**src/rtl/invaders_pkg.sv**
```systemverilog
// Shared geometry, screen bounds and fleet state encoding for the invaders blocks.
// The draw block depends on the same constants, so any change here affects both.
package invaders_pkg;

    localparam int unsigned ALIEN_W       = 30;
    localparam int unsigned ALIEN_H       = 20;
    localparam int unsigned ALIEN_PITCH_X = 40;
    localparam int unsigned ALIEN_PITCH_Y = 30;
    localparam int unsigned NUM_COLS      = 10;
    localparam int unsigned NUM_ROWS      = 5;
    localparam int unsigned GRID_BITS     = NUM_COLS * NUM_ROWS;

    localparam int unsigned SCREEN_W = 640;
    localparam int unsigned SCREEN_H = 480;

    typedef enum logic [1:0] {
        IDLE,
        SCAN,
        EVAL,
        DONE
    } fleet_state_e;

    function automatic logic [2:0] highest_set_row(input logic [NUM_ROWS-1:0] rows);
        logic [2:0] idx;
        idx = '0;
        for (int unsigned i = 0; i < NUM_ROWS; i++) begin
            if (rows[i]) idx = 3'(i);
        end
        return idx;
    endfunction

endpackage

```
**src/rtl/fleet_extent_scan.sv**
```systemverilog
// Walks a frozen alien grid one column per cycle and accumulates the live extents.
// done_o is high during the cycle that processes the last column.
module fleet_extent_scan
    import invaders_pkg::*;
(
    input  logic                 clk_i,
    input  logic                 rst_ni,
    input  logic                 start_i,
    input  logic                 abort_i,
    input  logic [GRID_BITS-1:0] snap_i,
    output logic [3:0]           min_col_o,
    output logic [3:0]           max_col_o,
    output logic [2:0]           max_row_o,
    output logic                 any_live_o,
    output logic                 done_o
);

    localparam logic [3:0] LAST_COL = 4'(NUM_COLS - 1);

    logic                active_q, active_d;
    logic [3:0]          col_q, col_d;
    logic [3:0]          min_q, min_d;
    logic [3:0]          max_q, max_d;
    logic [NUM_ROWS-1:0] rows_q, rows_d;
    logic                any_q, any_d;

    logic [NUM_COLS-1:0] row_bits [NUM_ROWS];
    logic [NUM_ROWS-1:0] col_bits;
    logic                col_live;

    always_comb begin
        for (int unsigned r = 0; r < NUM_ROWS; r++) begin
            row_bits[r] = snap_i[r*NUM_COLS +: NUM_COLS];
            col_bits[r] = row_bits[r][col_q];
        end
        col_live = |col_bits;

        active_d = active_q;
        col_d    = col_q;
        min_d    = min_q;
        max_d    = max_q;
        rows_d   = rows_q;
        any_d    = any_q;

        if (abort_i) begin
            active_d = 1'b0;
            col_d    = '0;
        end else if (start_i) begin
            active_d = 1'b1;
            col_d    = '0;
            min_d    = '0;
            max_d    = '0;
            rows_d   = '0;
            any_d    = 1'b0;
        end else if (active_q) begin
            if (col_live) begin
                if (!any_q) min_d = col_q;
                max_d = col_q;
                any_d = 1'b1;
            end
            rows_d = rows_q | col_bits;
            if (col_q == LAST_COL) begin
                active_d = 1'b0;
                col_d    = '0;
            end else begin
                col_d = col_q + 4'd1;
            end
        end
    end

    always_ff @(posedge clk_i or negedge rst_ni) begin
        if (!rst_ni) begin
            active_q <= 1'b0;
            col_q    <= '0;
            min_q    <= '0;
            max_q    <= '0;
            rows_q   <= '0;
            any_q    <= 1'b0;
        end else begin
            active_q <= active_d;
            col_q    <= col_d;
            min_q    <= min_d;
            max_q    <= max_d;
            rows_q   <= rows_d;
            any_q    <= any_d;
        end
    end

    assign done_o     = active_q && (col_q == LAST_COL);
    assign min_col_o  = min_q;
    assign max_col_o  = max_q;
    assign max_row_o  = highest_set_row(rows_q);
    assign any_live_o = any_q;

endmodule

```
**src/rtl/alien_fleet_ctrl.sv**
```systemverilog
// Fleet origin sequencer: counts frames, scans a grid snapshot for live extents,
// then steps sideways or drops-and-reverses, flagging landing and annihilation.
module alien_fleet_ctrl
    import invaders_pkg::*;
#(
    parameter int unsigned STEP_FRAMES  = 8,
    parameter int unsigned DX           = 4,
    parameter int unsigned DY           = 10,
    parameter int unsigned START_COL    = 40,
    parameter int unsigned START_ROW    = 40,
    parameter int unsigned LEFT_LIMIT   = 0,
    parameter int unsigned RIGHT_LIMIT  = SCREEN_W,
    parameter int unsigned BOTTOM_LIMIT = SCREEN_H - 40
) (
    input  logic                 Clk,
    input  logic                 Reset_n,
    input  logic                 FrameTick,
    input  logic                 Enable,
    input  logic                 Restart,
    input  logic [GRID_BITS-1:0] Aliens_Grid,
    output logic [8:0]           AliensRow,
    output logic [9:0]           AliensCol,
    output logic                 Reached_Bottom,
    output logic                 FleetCleared,
    output logic                 StepPulse,
    output logic                 Busy
);

    fleet_state_e         state_q, state_d;
    logic [7:0]           cnt_q, cnt_d;
    logic                 pend_q, pend_d;
    logic [GRID_BITS-1:0] snap_q, snap_d;
    logic                 left_q, left_d;
    logic [9:0]           col_q, col_d;
    logic [8:0]           row_q, row_d;
    logic                 bottom_q, bottom_d;
    logic                 clear_q, clear_d;
    logic                 step_q, step_d;
    logic                 busy_q, busy_d;

    logic       scan_start, scan_done, any_live;
    logic [3:0] min_c, max_c;
    logic [2:0] max_r;

    logic        tick_ok, wrap;
    logic        hit_right, hit_left, at_edge, landed;
    logic [10:0] col_w, row_new;

    fleet_extent_scan u_scan (
        .clk_i      (Clk),
        .rst_ni     (Reset_n),
        .start_i    (scan_start),
        .abort_i    (Restart),
        .snap_i     (snap_q),
        .min_col_o  (min_c),
        .max_col_o  (max_c),
        .max_row_o  (max_r),
        .any_live_o (any_live),
        .done_o     (scan_done)
    );

    always_comb begin
        tick_ok = FrameTick && Enable && (state_q != DONE);
        wrap    = tick_ok && (cnt_q == 8'(STEP_FRAMES - 1));

        col_w     = {1'b0, col_q};
        hit_right = (col_w + 11'(max_c) * 11'(ALIEN_PITCH_X) + 11'(ALIEN_W) + 11'(DX))
                    > 11'(RIGHT_LIMIT);
        // The origin guard keeps the unsigned column from wrapping when the
        // leftmost columns are dead and the live edge never reaches the limit.
        hit_left  = ((col_w + 11'(min_c) * 11'(ALIEN_PITCH_X)) < (11'(LEFT_LIMIT) + 11'(DX)))
                    || (col_w < 11'(DX));
        at_edge   = left_q ? hit_left : hit_right;
        row_new   = {2'b00, row_q} + (at_edge ? 11'(DY) : 11'd0);
        landed    = (row_new + 11'(max_r) * 11'(ALIEN_PITCH_Y) + 11'(ALIEN_H))
                    > 11'(BOTTOM_LIMIT);

        state_d    = state_q;
        cnt_d      = cnt_q;
        pend_d     = pend_q;
        snap_d     = snap_q;
        left_d     = left_q;
        col_d      = col_q;
        row_d      = row_q;
        bottom_d   = bottom_q;
        clear_d    = clear_q;
        step_d     = 1'b0;
        scan_start = 1'b0;

        if (tick_ok) cnt_d = wrap ? 8'd0 : cnt_q + 8'd1;

        case (state_q)
            IDLE: begin
                if (pend_q) begin
                    pend_d     = 1'b0;
                    snap_d     = Aliens_Grid;
                    scan_start = 1'b1;
                    state_d    = SCAN;
                end
            end
            SCAN: begin
                if (scan_done) state_d = EVAL;
            end
            EVAL: begin
                if (!any_live) begin
                    clear_d = 1'b1;
                    state_d = DONE;
                end else begin
                    step_d = 1'b1;
                    if (at_edge) begin
                        row_d  = row_new[8:0];
                        left_d = ~left_q;
                    end else if (left_q) begin
                        col_d = col_q - 10'(DX);
                    end else begin
                        col_d = col_q + 10'(DX);
                    end
                    if (landed) begin
                        bottom_d = 1'b1;
                        state_d  = DONE;
                    end else begin
                        state_d = IDLE;
                    end
                end
            end
            default: ;
        endcase

        // A wrap that coincides with IDLE taking the previous step must stay queued.
        if (wrap) pend_d = 1'b1;

        if (Restart) begin
            state_d    = IDLE;
            cnt_d      = '0;
            pend_d     = 1'b0;
            snap_d     = '0;
            left_d     = 1'b0;
            col_d      = 10'(START_COL);
            row_d      = 9'(START_ROW);
            bottom_d   = 1'b0;
            clear_d    = 1'b0;
            step_d     = 1'b0;
            scan_start = 1'b0;
        end

        busy_d = (state_d == SCAN) || (state_d == EVAL);
    end

    always_ff @(posedge Clk or negedge Reset_n) begin
        if (!Reset_n) begin
            state_q  <= IDLE;
            cnt_q    <= '0;
            pend_q   <= 1'b0;
            snap_q   <= '0;
            left_q   <= 1'b0;
            col_q    <= 10'(START_COL);
            row_q    <= 9'(START_ROW);
            bottom_q <= 1'b0;
            clear_q  <= 1'b0;
            step_q   <= 1'b0;
            busy_q   <= 1'b0;
        end else begin
            state_q  <= state_d;
            cnt_q    <= cnt_d;
            pend_q   <= pend_d;
            snap_q   <= snap_d;
            left_q   <= left_d;
            col_q    <= col_d;
            row_q    <= row_d;
            bottom_q <= bottom_d;
            clear_q  <= clear_d;
            step_q   <= step_d;
            busy_q   <= busy_d;
        end
    end

    assign AliensRow      = row_q;
    assign AliensCol      = col_q;
    assign Reached_Bottom = bottom_q;
    assign FleetCleared   = clear_q;
    assign StepPulse      = step_q;
    assign Busy           = busy_q;

endmodule

```
**config.mk**
```make
export PLATFORM = sky130hd
export DESIGN_NAME = alien_fleet_ctrl
export DESIGN_NICKNAME = d
export VERILOG_FILES = /design/src/rtl/invaders_pkg.sv /design/src/rtl/fleet_extent_scan.sv /design/src/rtl/alien_fleet_ctrl.sv
export SDC_FILE = /design/constraint.sdc
export NUM_CORES = 1
export LEC_CHECK = 0
export CAP_MARGIN = 20
export CORE_MARGIN = 3
export CORE_UTILIZATION = 62
export CTS_BUF_LIST = sky130_fd_sc_hd__clkbuf_4 sky130_fd_sc_hd__clkbuf_8
export DETAILED_ROUTE_END_ITERATION = 6
export HOLD_SLACK_MARGIN = 0.15
export PLACE_DENSITY_LB_ADDON = 0.25
export SKIP_CTS_REPAIR_TIMING = 1
export SLEW_MARGIN = 15
export SYNTH_ARGS = -nofsm -noshare
export SYNTH_HDL_FRONTEND = slang
export SYNTH_SLANG_ARGS = --single-unit
```
**constraint.sdc**
```tcl
create_clock -name Clk -period 14.59 [get_ports Clk]
set_clock_uncertainty 0.2 [all_clocks]
set_input_delay 2.1885 -clock Clk [delete_from_list [all_inputs] [get_ports Clk]]
set_output_delay 2.1885 -clock Clk [all_outputs]
set_load 0.02 [all_outputs]
```
==> summary.txt, run 1 <==
Pwr
  • Pwr Total: 0.567 mW
  • Sw Ratio: 28.1%
  • LEAKAGE: 3.11 nW
  • P_sw: 0.159 mW
  • Internal power: 0.407 mW
  • Pwr dens: 79.1 mW/mm^2
  • Combinational Power Share: 17.5%
  • Clock power frac: 32.3%
  • Peak supply drop: 63.7 uV
  • Seq pwr share: 50.2%

Global routing
  • First-pass GRT wire length: 23.9 mm
  • Tot GR Track Use: 25.9%
  • Initial antenna violation count: 0
  • Largest net degree at the start of global routing: 92
  • Vias in the first global route: 5,249
  • Grt ovf: 0

Synth
  • Syn avg cell area: 9.30 um^2
  • Synth cell types: 64
  • Ys Warns: 0
  • EDFF count, synth: 0
  • #FFs+latches synth: 100
  • Top cell type's share of synthesized area: 38.7%
  • Synth top area cells: dfrtp_1 (39%), ha_1 (10%), nand2_1 (7.2%), a21oi_1 (7.2%), mux4_1 (3.4%)
  • Top FF cell, synth: dfrtp_1
  • Post-synth top cells: nand2_1 (119), dfrtp_1 (96), a21oi_1 (89), ha_1 (51), nor2_1 (38)
  • Biggest area consumer among synthesized cells: dfrtp_1
  • Most common cell in the netlist: nand2_1
  • Netlist Area Pre-Place: 0.00620 mm^2
  • Syn Inst Count: 667
  • Register area share after synthesis: 40.4%
  • Ys async rst share: 100%

Die
  • Die height: 106 um
  • Ports: 78
  • Rows: 35
  • Die width: 106 um
  • Die area: 0.0112 mm^2
  • Initial Utilization: 65.6%
  • CORE AREA: 0.00946 mm^2

Clock network
  • Max clock buf depth: 2
  • Clock root cell: clkbuf_8
  • CTS tree: yes
  • Worst skew pair latency: 0.37 ns
  • Reg clk slew, reported paths: 0.09 ns
  • CTS Buf Count: 9
  • Sink Count: 100
  • H-tree levels: 3

Critical path
  • Setup crit start kind: register
  • Worst setup path start: u_scan.max_col_o[1]
  • Critical path class: reg -> reg
  • Reg-to-Reg Start: u_scan.max_col_o[1]
  • Crit path max-delay family: adder cells
  • Worst Path Required: 14.60 ns
  • Reg2Reg Depth: 24
  • Crit-path max FO: 23
  • Crit. End Element: register
  • Crit path to: state_q[1]
  • CP bufs+invs: 1
  • R2r endpoint: state_q[1]
  • Most frequent CP cell: ha_1
  • R2R setup slack: 7.81 ns
  • Cell Chain, Critical Path: ha_1 > ha_1 > fa_1 > xor2_1 > ha_1 > ha_1 > o21ai_1 > nand2b_1 > and3b_1 > o41ai_4 > inv_2 > ha_1 > ha_1 > a21oi_1 > nand2b_1 > xnor2_1 > ha_1 > ha_1 > o21ai_0 > o21ai_0 > and2_1 > nand4_1 > a211oi_1 > a211oi_1
  • Worst path max stage delay: 0.71 ns
  • Crit path DAT: 6.79 ns
  • CP max stage cell: o41ai_4
  • WP depth: 24

Worst hold path
  • Hold Crit Class: reg -> reg

Finish
  • Nets: 828
  • Fraction of layout cells with a size suffix above 1: 7.06%
  • N_diodes: 0
  • Area Overhead vs Synth: 15.5%

STA
  • # setup viols final: 0
  • Setup_tns: 0 ns
  • Crit share post-route: 46.5%
  • Worst Tran Pin Value: 1.02 ns
  • Max-slew violation count: 0
  • RSZ-0062 raised after global routing: no
  • Final Hold Vio Count: 0
  • Min cycle time layout: 6.78 ns
  • Worst slew margin: 32.3%
  • Maximum clock rate: 0.147 GHz

Placement
  • DP HPWL: 9.90 mm
  • Routability Congestion: 0.892
  • I/O Buffers: 74

Flow run
  • Max-Cap Viols: 0

Detailed routing
  • Initial DRC count: 320
  • Residual DRC: 0
  • Antenna-violating nets left: 0
  • Wire per inst: 16.5 um
  • Post-Route WL: 14.1 mm
  • Via count: 5,238
  • Via-per-instance ratio: 6.16
  • TritonRoute pass-1 iters: 5

Status
  • Status: complete, no violations
cell type report:
class	count	area (um^2)
multi-input cells	503	3430
flip-flops and latches	100	2510
fillers	689	2300
repair buffers	78	763
well taps	129	161
clock buffers	9	124
inverters	25	93.8
clock inverters	7	82.6
layout by cell type (no fill, tap or decap), types with 5 or more instances in the layout:
| cell | count |
|---|---|
| buf_4 | 5 |
| ha_1 | 51 |
| nand3_1 | 11 |
| xor2_1 | 8 |
| o31ai_1 | 8 |
| nor2b_1 | 6 |
| or4_1 | 8 |
| nand2_1 | 119 |
| mux2i_1 | 6 |
| a211oi_1 | 6 |
| o21ai_0 | 26 |
| xnor2_1 | 11 |
| nor3_1 | 12 |
| clkbuf_8 | 9 |
| inv_1 | 24 |
| dfrtp_1 | 96 |
| fa_1 | 5 |
| nand4_1 | 6 |
| nor2_1 | 38 |
| mux2_2 | 6 |
| mux4_1 | 8 |
| clkdlybuf4s50_1 | 72 |
| a21oi_1 | 89 |
through the flow:
step	std cells	area (um^2)	hold slack [ns]	utilization (%)	setup WS, ns
after CTS	851	7160	0.319	75.7	7.92
after global placement	835	6960	0.279	73.5	8.24
final	851	7160	0.307	75.7	7.81
after global routing	851	7160	0.351	75.7	7.39
after floorplan	670	6210	0.279	-	8.62
after detailed placement	835	6960	0.298	73.5	7.99
power groups by stage:
stage / Clock (mW) / Combinational [mW] / Sequential (mW)
floorplan: 0 / 0.0618 / 0.289
global placement: 0 / 0.0911 / 0.289
detailed placement: 0 / 0.0973 / 0.290
CTS: 0.187 / 0.0983 / 0.284
global route: 0.199 / 0.111 / 0.285
finish: 0.183 / 0.0992 / 0.284
kinds of logic after synthesis:
family	count (synthesis)	share of synthesized area, %
AND/OR/NAND/NOR	229	16.8
AO/OA/AOI/OAI	173	17.4
flip-flops	100	40.4
buffers and inverters	67	4.54
adder cells (fa/ha/maj)	56	11.9
multiplexers	22	6.17
XOR/XNOR	19	2.68
other	1	0.0605
registers in the layout (all words and copies together), names as in the netlist:
register / count
StepPulse: 1
Busy: 1
snap_q: 50
u_scan.col_q: 4
u_scan.rows_q: 4
Reached_Bottom: 1
pend_q: 1
AliensCol: 8
AliensRow: 8
u_scan.active_q: 1
left_q: 1
u_scan.max_col_o: 4
FleetCleared: 1
state_q: 2
u_scan.any_live_o: 1
cnt_q: 8
u_scan.min_col_o: 4
worst register-to-register path, stage by stage, from the launching register on:
cell and delay [ns]:
dfrtp_1 0.42, ha_1 0.31, ha_1 0.23, fa_1 0.38
xor2_1 0.16, ha_1 0.28, ha_1 0.35, o21ai_1 0.14
nand2b_1 0.08, and3b_1 0.19, o41ai_4 0.71, inv_2 0.34
ha_1 0.31, ha_1 0.22, a21oi_1 0.20, nand2b_1 0.19
xnor2_1 0.14, ha_1 0.25, ha_1 0.34, o21ai_0 0.15
o21ai_0 0.31, and2_1 0.20, nand4_1 0.16, a211oi_1 0.27
a211oi_1 0.11
routing by layer:
layer | track usage [%] | vias to the layer above | wire length [um]
met2 | 44.9 | 205 | 7190
met5 | 0 | - | 0
met3 | 4.25 | 31 | 780
li1 | - | 2460 | -
met4 | 10.2 | 0 | 328
met1 | 32.3 | 2542 | 5760
worst min-delay path by stage:
stage,startpoint,to,depth (start not counted)
6_report,FleetCleared,FleetCleared,2
5_1_grt,snap_q[3],snap_q[3],2
4_1_cts,FleetCleared,FleetCleared,2
3_5_place_dp,FleetCleared,FleetCleared,2
3_3_place_gp,FleetCleared,FleetCleared,2
2_1_floorplan,u_scan.max_col_o[1],u_scan.max_col_o[1],2
Power figures use the tool's default switching activity.
==> run 2: changes to the inputs <==
CORE_UTILIZATION = 58   (was 62)
clock period = 6.7 ns   (was 14.59 ns; I/O delays follow)
==> run 2 against run 1 <==
First-iteration DRC count shrank 10%. Power grew 120%. Global-route usage shrank 1.1 points. Clock power grew 120%. Critical path type unchanged.
==> summary.txt, run 2 (synthesis results as in run 1) <==
Status
  • Status: complete, no violations

Detailed routing
  • Antenna-violating nets left: 0 (unchanged)
  • Via count: 5,107 (-2.5%)
  • Via-per-instance ratio: 5.94 (-3.5%)
  • Post-Route WL: 14.0 mm (-0.25%)
  • TritonRoute pass-1 iters: 5 (unchanged)
  • Residual DRC: 0 (unchanged)
  • Wire per inst: 16.3 um (-1.3%)
  • Initial DRC count: 287 (-10%)

Clock network
  • Reg clk slew, reported paths: 0.09 ns (about the same)
  • Worst skew pair latency: 0.37 ns (about the same)
  • Sink Count: 100 (unchanged)
  • Clock root cell: clkbuf_8
  • H-tree levels: 3 (unchanged)
  • Max clock buf depth: 2 (unchanged)
  • CTS Buf Count: 9 (unchanged)
  • CTS tree: yes

Die
  • CORE AREA: 0.0104 mm^2 (+9.6%)
  • Die height: 109 um (+3.2%)
  • Die area: 0.0120 mm^2 (+6.5%)
  • Die width: 109 um (+3.2%)
  • Initial Utilization: 59.8% (-5.8 points)
  • Rows: 37 (+5.7%)
  • Ports: 78 (unchanged)

Worst hold path
  • Worst hold path endpoint: FleetCleared
  • Hold_sp: FleetCleared
  • Hold Crit Class: reg -> reg
  • Hold depth: 2 (unchanged)

Critical path
  • Worst path max stage delay: 0.43 ns (-0.28 ns)
  • CP bufs+invs: 3 (+2)
  • Reg-to-Reg Start: u_scan.max_col_o[1]
  • Cell Chain, Critical Path: ha_1 > ha_1 > fa_1 > xor2_1 > ha_1 > ha_1 > o21ai_1 > nand2b_1 > and3b_1 > o41ai_4 > inv_2 > ha_1 > ha_1 > inv_1 > ha_1 > inv_1 > ha_1 > fa_1 > a211oi_1 > o21bai_1 > a21oi_1 > xnor2_1 > a31oi_1 > a221oi_1
  • R2r endpoint: state_q[0]
  • Worst Path Required: 6.76 ns (-7.84 ns)
  • Crit. End Element: register
  • R2R setup slack: 0.60 ns (-7.20 ns)
  • Crit path DAT: 6.16 ns (-0.63 ns)
  • CP max stage cell: fa_1
  • Crit-path max FO: 7 (-70%)
  • Setup crit start kind: register
  • Reg2Reg Depth: 24 (unchanged)
  • Most frequent CP cell: ha_1
  • Crit path max-delay family: adder cells
  • Critical path class: reg -> reg

Pwr
  • LEAKAGE: 3.12 nW (+0.51%)
  • Pwr dens: 171 mW/mm^2 (+120%)
  • Pwr Total: 1.23 mW (+120%)
  • Peak supply drop: 146 uV (+130%)

Finish
  • Fraction of layout cells with a size suffix above 1: 7.32% (+0.26 points)
  • Nets: 831 (+0.36%)
  • Commonest non-fill, non-tap cell in the layout: nand2_1
  • N_diodes: 0 (unchanged)
  • Commonest non-fill, non-tap cells in the layout: nand2_1 (119), dfrtp_1 (96), a21oi_1 (89)
  • Finished Layout Cells: 860 (+1.1%)
  • Post-route design area: 0.00718 mm^2 (+0.31%)
  • Post-layout util: 69.3% (-6.4 points)
  • Largest register by flop count: snap_q
  • Max FFs per register: 50 (unchanged)
  • Area Overhead vs Synth: 15.8%

Placement
  • Routability Congestion: 0.911 (+2.2%)
  • Placed cells: 845 (+1.2%)
  • I/O Buffers: 74 (unchanged)
  • DP HPWL: 9.91 mm (about the same)
  • Area after DPL: 0.00699 mm^2 (+0.45%)
  • Pre-CTS setup slack: 0.659 ns (-7.33 ns)

STA
  • Crit share post-route: 91.0% (+44 points)
  • Final Hold Vio Count: 0 (unchanged)
  • Setup ws final: 0.604 ns (-7.20 ns)
  • Worst slew margin: 33.5% (+1.2 points)
  • Worst Hold Slack: 0.318 ns (+0.0101 ns)
  • Max-slew violation count: 0 (unchanged)
  • Worst Tran Pin Value: 0.986 ns (-0.0294 ns)
  • Min cycle time layout: 6.10 ns (-0.688 ns)
  • Maximum clock rate: 0.164 GHz (+11%)
  • Setup_tns: 0 ns (unchanged)
  • RSZ-0062 raised after global routing: no
  • # setup viols final: 0 (unchanged)

Global routing
  • Tot GR Track Use: 24.7% (-1.1 points)
  • Initial antenna violation count: 0 (unchanged)
  • Largest net degree at the start of global routing: 91 (-1.1%)
  • First-pass GRT wire length: 23.7 mm (-0.92%)
  • Grt ovf: 0 (unchanged)
  • Vias in the first global route: 5,069 (-3.4%)

Flow run
  • Max-Cap Viols: 0 (unchanged)
[run 2: cell count changes in the layout (fill, tap and decap cells not counted)]
cell        change
clkinv_2        +1
buf_4           +3
clkbuf_8        +1
inv_8           -1
clkinv_4        -1
clkinvlp_4      -1
[run 2: worst register-to-register path, cell delays in order (launching register included)]
cell and delay, ns:
dfrtp_1 0.42, ha_1 0.30, ha_1 0.22, fa_1 0.39
xor2_1 0.16, ha_1 0.28, ha_1 0.35, o21ai_1 0.16
nand2b_1 0.09, and3b_1 0.20, o41ai_4 0.37, inv_2 0.13
ha_1 0.23, ha_1 0.29, inv_1 0.04, ha_1 0.26
inv_1 0.04, ha_1 0.22, fa_1 0.43, a211oi_1 0.26
o21bai_1 0.11, a21oi_1 0.24, xnor2_1 0.15, a31oi_1 0.13
a221oi_1 0.30
[run 2: layout make-up]
type / instances / area (um^2)
timing repair buffer: 81 / 786
fill: 826 / 3190
tap: 136 / 170
sequential: 100 / 2510
clock inverter: 5 / 60.1
inverter: 25 / 93.8
multi-input combinational: 503 / 3430
clock buffer: 10 / 138
[run 2: how the worst max path moves through the flow]
stage	end	from	slack, ns	cells after the start
final	state_q[0]	u_scan.max_col_o[1]	0.60	24
after CTS	state_q[1]	u_scan.max_col_o[3]	0.62	24
after global placement	state_q[1]	u_scan.max_col_o[1]	0.85	24
after detailed placement	state_q[0]	u_scan.max_col_o[3]	0.66	24
after floorplan	state_q[0]	u_scan.max_col_o[1]	0.73	26
after global routing	state_q[1]	u_scan.max_col_o[1]	0.23	24
[run 2: power by group]
group	switching (mW)	total, mW	internal [mW]
Sequential	0.00868	0.619	0.610
Clock	0.216	0.398	0.182
Combinational	0.114	0.212	0.0977
[run 2: routing by layer]
layer / GRT usage [%] / vias up / routed length (um) / share of wire [%]
li1: - / 2468 / - / -
met1: 31.3 / 2473 / 6060 / 43
met2: 43.1 / 142 / 7110 / 51
met3: 3.23 / 24 / 581 / 4.1
met4: 9.44 / 0 / 269 / 1.9
met5: 0 / - / 0 / 0
==> run 3: changes to the inputs <==
CELL_PAD_IN_SITES_DETAIL_PLACEMENT = 0   (was unset)
CELL_PAD_IN_SITES_GLOBAL_PLACEMENT = 1   (was unset)
CORE_UTILIZATION = 44   (was 58)
SLEW_MARGIN = 20   (was 15)
==> run 3 against run 2 <==
Hold slack worse by 0.0013 ns. Power rose by 0.58%. Core utilization down 16 points. Sequential power about the same. Register-to-register slack gained 0.05 ns. Cell area up 1.0%. Setup slack improved by 0.049 ns. Critical path type unchanged.
==> summary.txt, run 3 (synthesis results as in run 1) <==
Finish
  • N_diodes: 0 (unchanged)
  • Commonest non-fill, non-tap cells in the layout: nand2_1 (119), dfrtp_1 (96), a21oi_1 (89)
  • Finished Layout Cells: 901 (+4.8%)
  • Commonest non-fill, non-tap cell in the layout: nand2_1
  • Max FFs per register: 50 (unchanged)
  • Largest register by flop count: snap_q
  • Fillers: 1,237 (+50%)
  • Area Overhead vs Synth: 17.0%
  • Fraction of layout cells with a size suffix above 1: 7.45% (+0.13 points)
  • Nets: 831 (unchanged)

Global routing
  • Met1 GRT Util: 23.7% (-7.7 points)
  • Met2 Use GR: 30.9% (-12 points)
  • Initial antenna violation count: 0 (unchanged)
  • Grt ovf: 0 (unchanged)
  • Tot GR Track Use: 18.2% (-6.5 points)
  • Largest net degree at the start of global routing: 79 (-13%)
  • Gr busiest metal: met2
  • GR Layer Usage met3: 2.36% (-0.87 points)
  • First-pass GRT wire length: 23.4 mm (-1.2%)
  • Vias in the first global route: 4,906 (-3.2%)

Detailed routing
  • Antenna-violating nets left: 0 (unchanged)
  • Via-per-instance ratio: 5.54 (-6.7%)
  • Via count: 4,991 (-2.3%)
  • Residual DRC: 0 (unchanged)
  • TritonRoute pass-1 iters: 4 (-1)
  • Wire per inst: 15.9 um (-2.3%)
  • Post-Route WL: 14.4 mm (+2.4%)
  • Initial DRC count: 300 (+4.5%)

Critical path
  • CP max stage cell: dfrtp_1
  • Worst path max stage delay: 0.44 ns (about the same)
  • Crit. End Element: register
  • Reg2Reg Depth: 24 (unchanged)
  • R2r endpoint: state_q[1]
  • Worst Path Required: 6.75 ns (about the same)
  • Setup crit start kind: register
  • Critical path class: reg -> reg
  • Crit-path max FO: 5 (-2)
  • Most frequent CP cell: ha_1
  • Crit path DAT: 6.09 ns (-0.07 ns)
  • Cell Chain, Critical Path: ha_1 > ha_1 > fa_1 > xor2_1 > ha_1 > ha_1 > o21ai_1 > nand2b_1 > and3b_1 > o41ai_4 > inv_2 > ha_1 > ha_1 > inv_1 > ha_1 > inv_1 > ha_1 > fa_1 > a211oi_1 > o21bai_1 > a21oi_1 > nand4_1 > a211oi_1 > a211oi_1
  • Reg-to-Reg Start: u_scan.max_col_o[3]
  • R2R setup slack: 0.65 ns (+0.05 ns)

Pwr
  • Pwr dens: 170 mW/mm^2 (-0.46%)
  • Internal power: 0.891 mW (about the same)
  • Sw Ratio: 28.0% (+0.40 points)
  • LEAKAGE: 3.13 nW (+0.34%)
  • Seq pwr share: 50.1% (-0.3 points)
  • Combinational Power Share: 17.2% (about the same)
  • Peak supply drop: 93.7 uV (-36%)
  • Clock power frac: 32.7% (+0.3 points)
  • P_sw: 0.346 mW (+2.1%)

Die
  • Initial Utilization: 45.9% (-14 points)
  • Die width: 125 um (+14%)
  • Rows: 42 (+14%)
  • CORE AREA: 0.0135 mm^2 (+30%)
  • Die area: 0.0156 mm^2 (+30%)
  • Ports: 78 (unchanged)
  • Die height: 125 um (+14%)

STA
  • Crit share post-route: 90.2% (-0.73 points)
  • Worst slew margin: 31.0% (-2.5 points)
  • Min cycle time layout: 6.05 ns (-0.0492 ns)
  • Worst Tran Pin Value: 1.04 ns (+0.0488 ns)
  • # setup viols final: 0 (unchanged)
  • RSZ-0062 raised after global routing: no
  • Setup_tns: 0 ns (unchanged)
  • Final Hold Vio Count: 0 (unchanged)
  • Max-slew violation count: 0 (unchanged)
  • Maximum clock rate: 0.165 GHz (+0.81%)

Clock network
  • Max clock buf depth: 2 (unchanged)
  • Reg clk slew, reported paths: 0.10 ns (about the same)
  • Sink Count: 100 (unchanged)
  • CTS Buf Count: 9 (unchanged)
  • CTS tree: yes
  • H-tree levels: 3 (unchanged)
  • Worst skew pair latency: 0.37 ns (about the same)
  • Clock root cell: clkbuf_8

Flow run
  • Max-Cap Viols: 0 (unchanged)

Placement
  • DP HPWL: 10.1 mm (+2.4%)
  • Placed cells: 884 (+4.6%)
  • I/O Buffers: 74 (unchanged)
  • Routability Congestion: 0.825 (-9.4%)

Status
  • Status: complete, no violations

Worst hold path
  • Hold Crit Class: in -> async
[run 3: changes by cell type in the layout (fill, tap and decap cells not counted), sizes merged]
cell / before / now
inv: 26 / 27
[run 3: layout make-up]
type,count,area [um^2],area share [%]
multi-input combinational,503,3430,47.2
sequential,100,2510,34.5
timing repair buffer,81,806,11.1
tap,176,220,3.03
clock buffer,10,131,1.81
inverter,25,93.8,1.29
clock inverter,6,71.3,0.982
[run 3: power groups by stage]
stage                     clock, mW  sequential, mW  combinational, mW
after floorplan                   0           0.628              0.135
after detailed placement          0           0.631              0.212
after CTS                     0.417           0.619              0.213
final                         0.405           0.619              0.213
after global routing          0.438           0.620              0.241
after global placement            0           0.630              0.209
[run 3: through the flow]
step	power (mW)	utilization, %	area, um^2	setup slack (ns)	hold slack, ns
after floorplan	0.763	-	6210	0.734	0.279
after global placement	0.839	52.0	7030	0.851	0.280
after detailed placement	0.843	52.0	7030	0.658	0.296
after CTS	1.25	53.5	7230	0.627	0.314
after global routing	1.30	53.8	7260	0.299	0.321
final	1.24	53.8	7260	0.653	0.316
[run 3: worst max-delay path: cells and delay by family (launching register included)]
family / cells / cell delay (ns)
xor gates and xnor gates: 1 / 0.19
DFF: 1 / 0.44
buffers and inverters: 3 / 0.19
adders and majority gates: 10 / 2.97
and+or+nand+nor: 3 / 0.45
AOI/OAI and AO/OA: 7 / 1.49
[run 3: worst max path at each step]
stage	from	end	slack, ns	depth (start not counted)
5_1_grt	u_scan.max_col_o[3]	state_q[1]	0.30	24
3_5_place_dp	u_scan.max_col_o[3]	state_q[0]	0.66	24
2_1_floorplan	u_scan.max_col_o[1]	state_q[0]	0.73	26
6_report	u_scan.max_col_o[3]	state_q[1]	0.65	24
3_3_place_gp	u_scan.max_col_o[1]	state_q[0]	0.85	24
4_1_cts	u_scan.max_col_o[3]	state_q[1]	0.63	24
[run 3: routing by layer]
metal	up-vias	wire, um
li1	2465	-
met1	2398	6500
met2	106	7030
met3	22	503
met4	0	325
met5	-	0
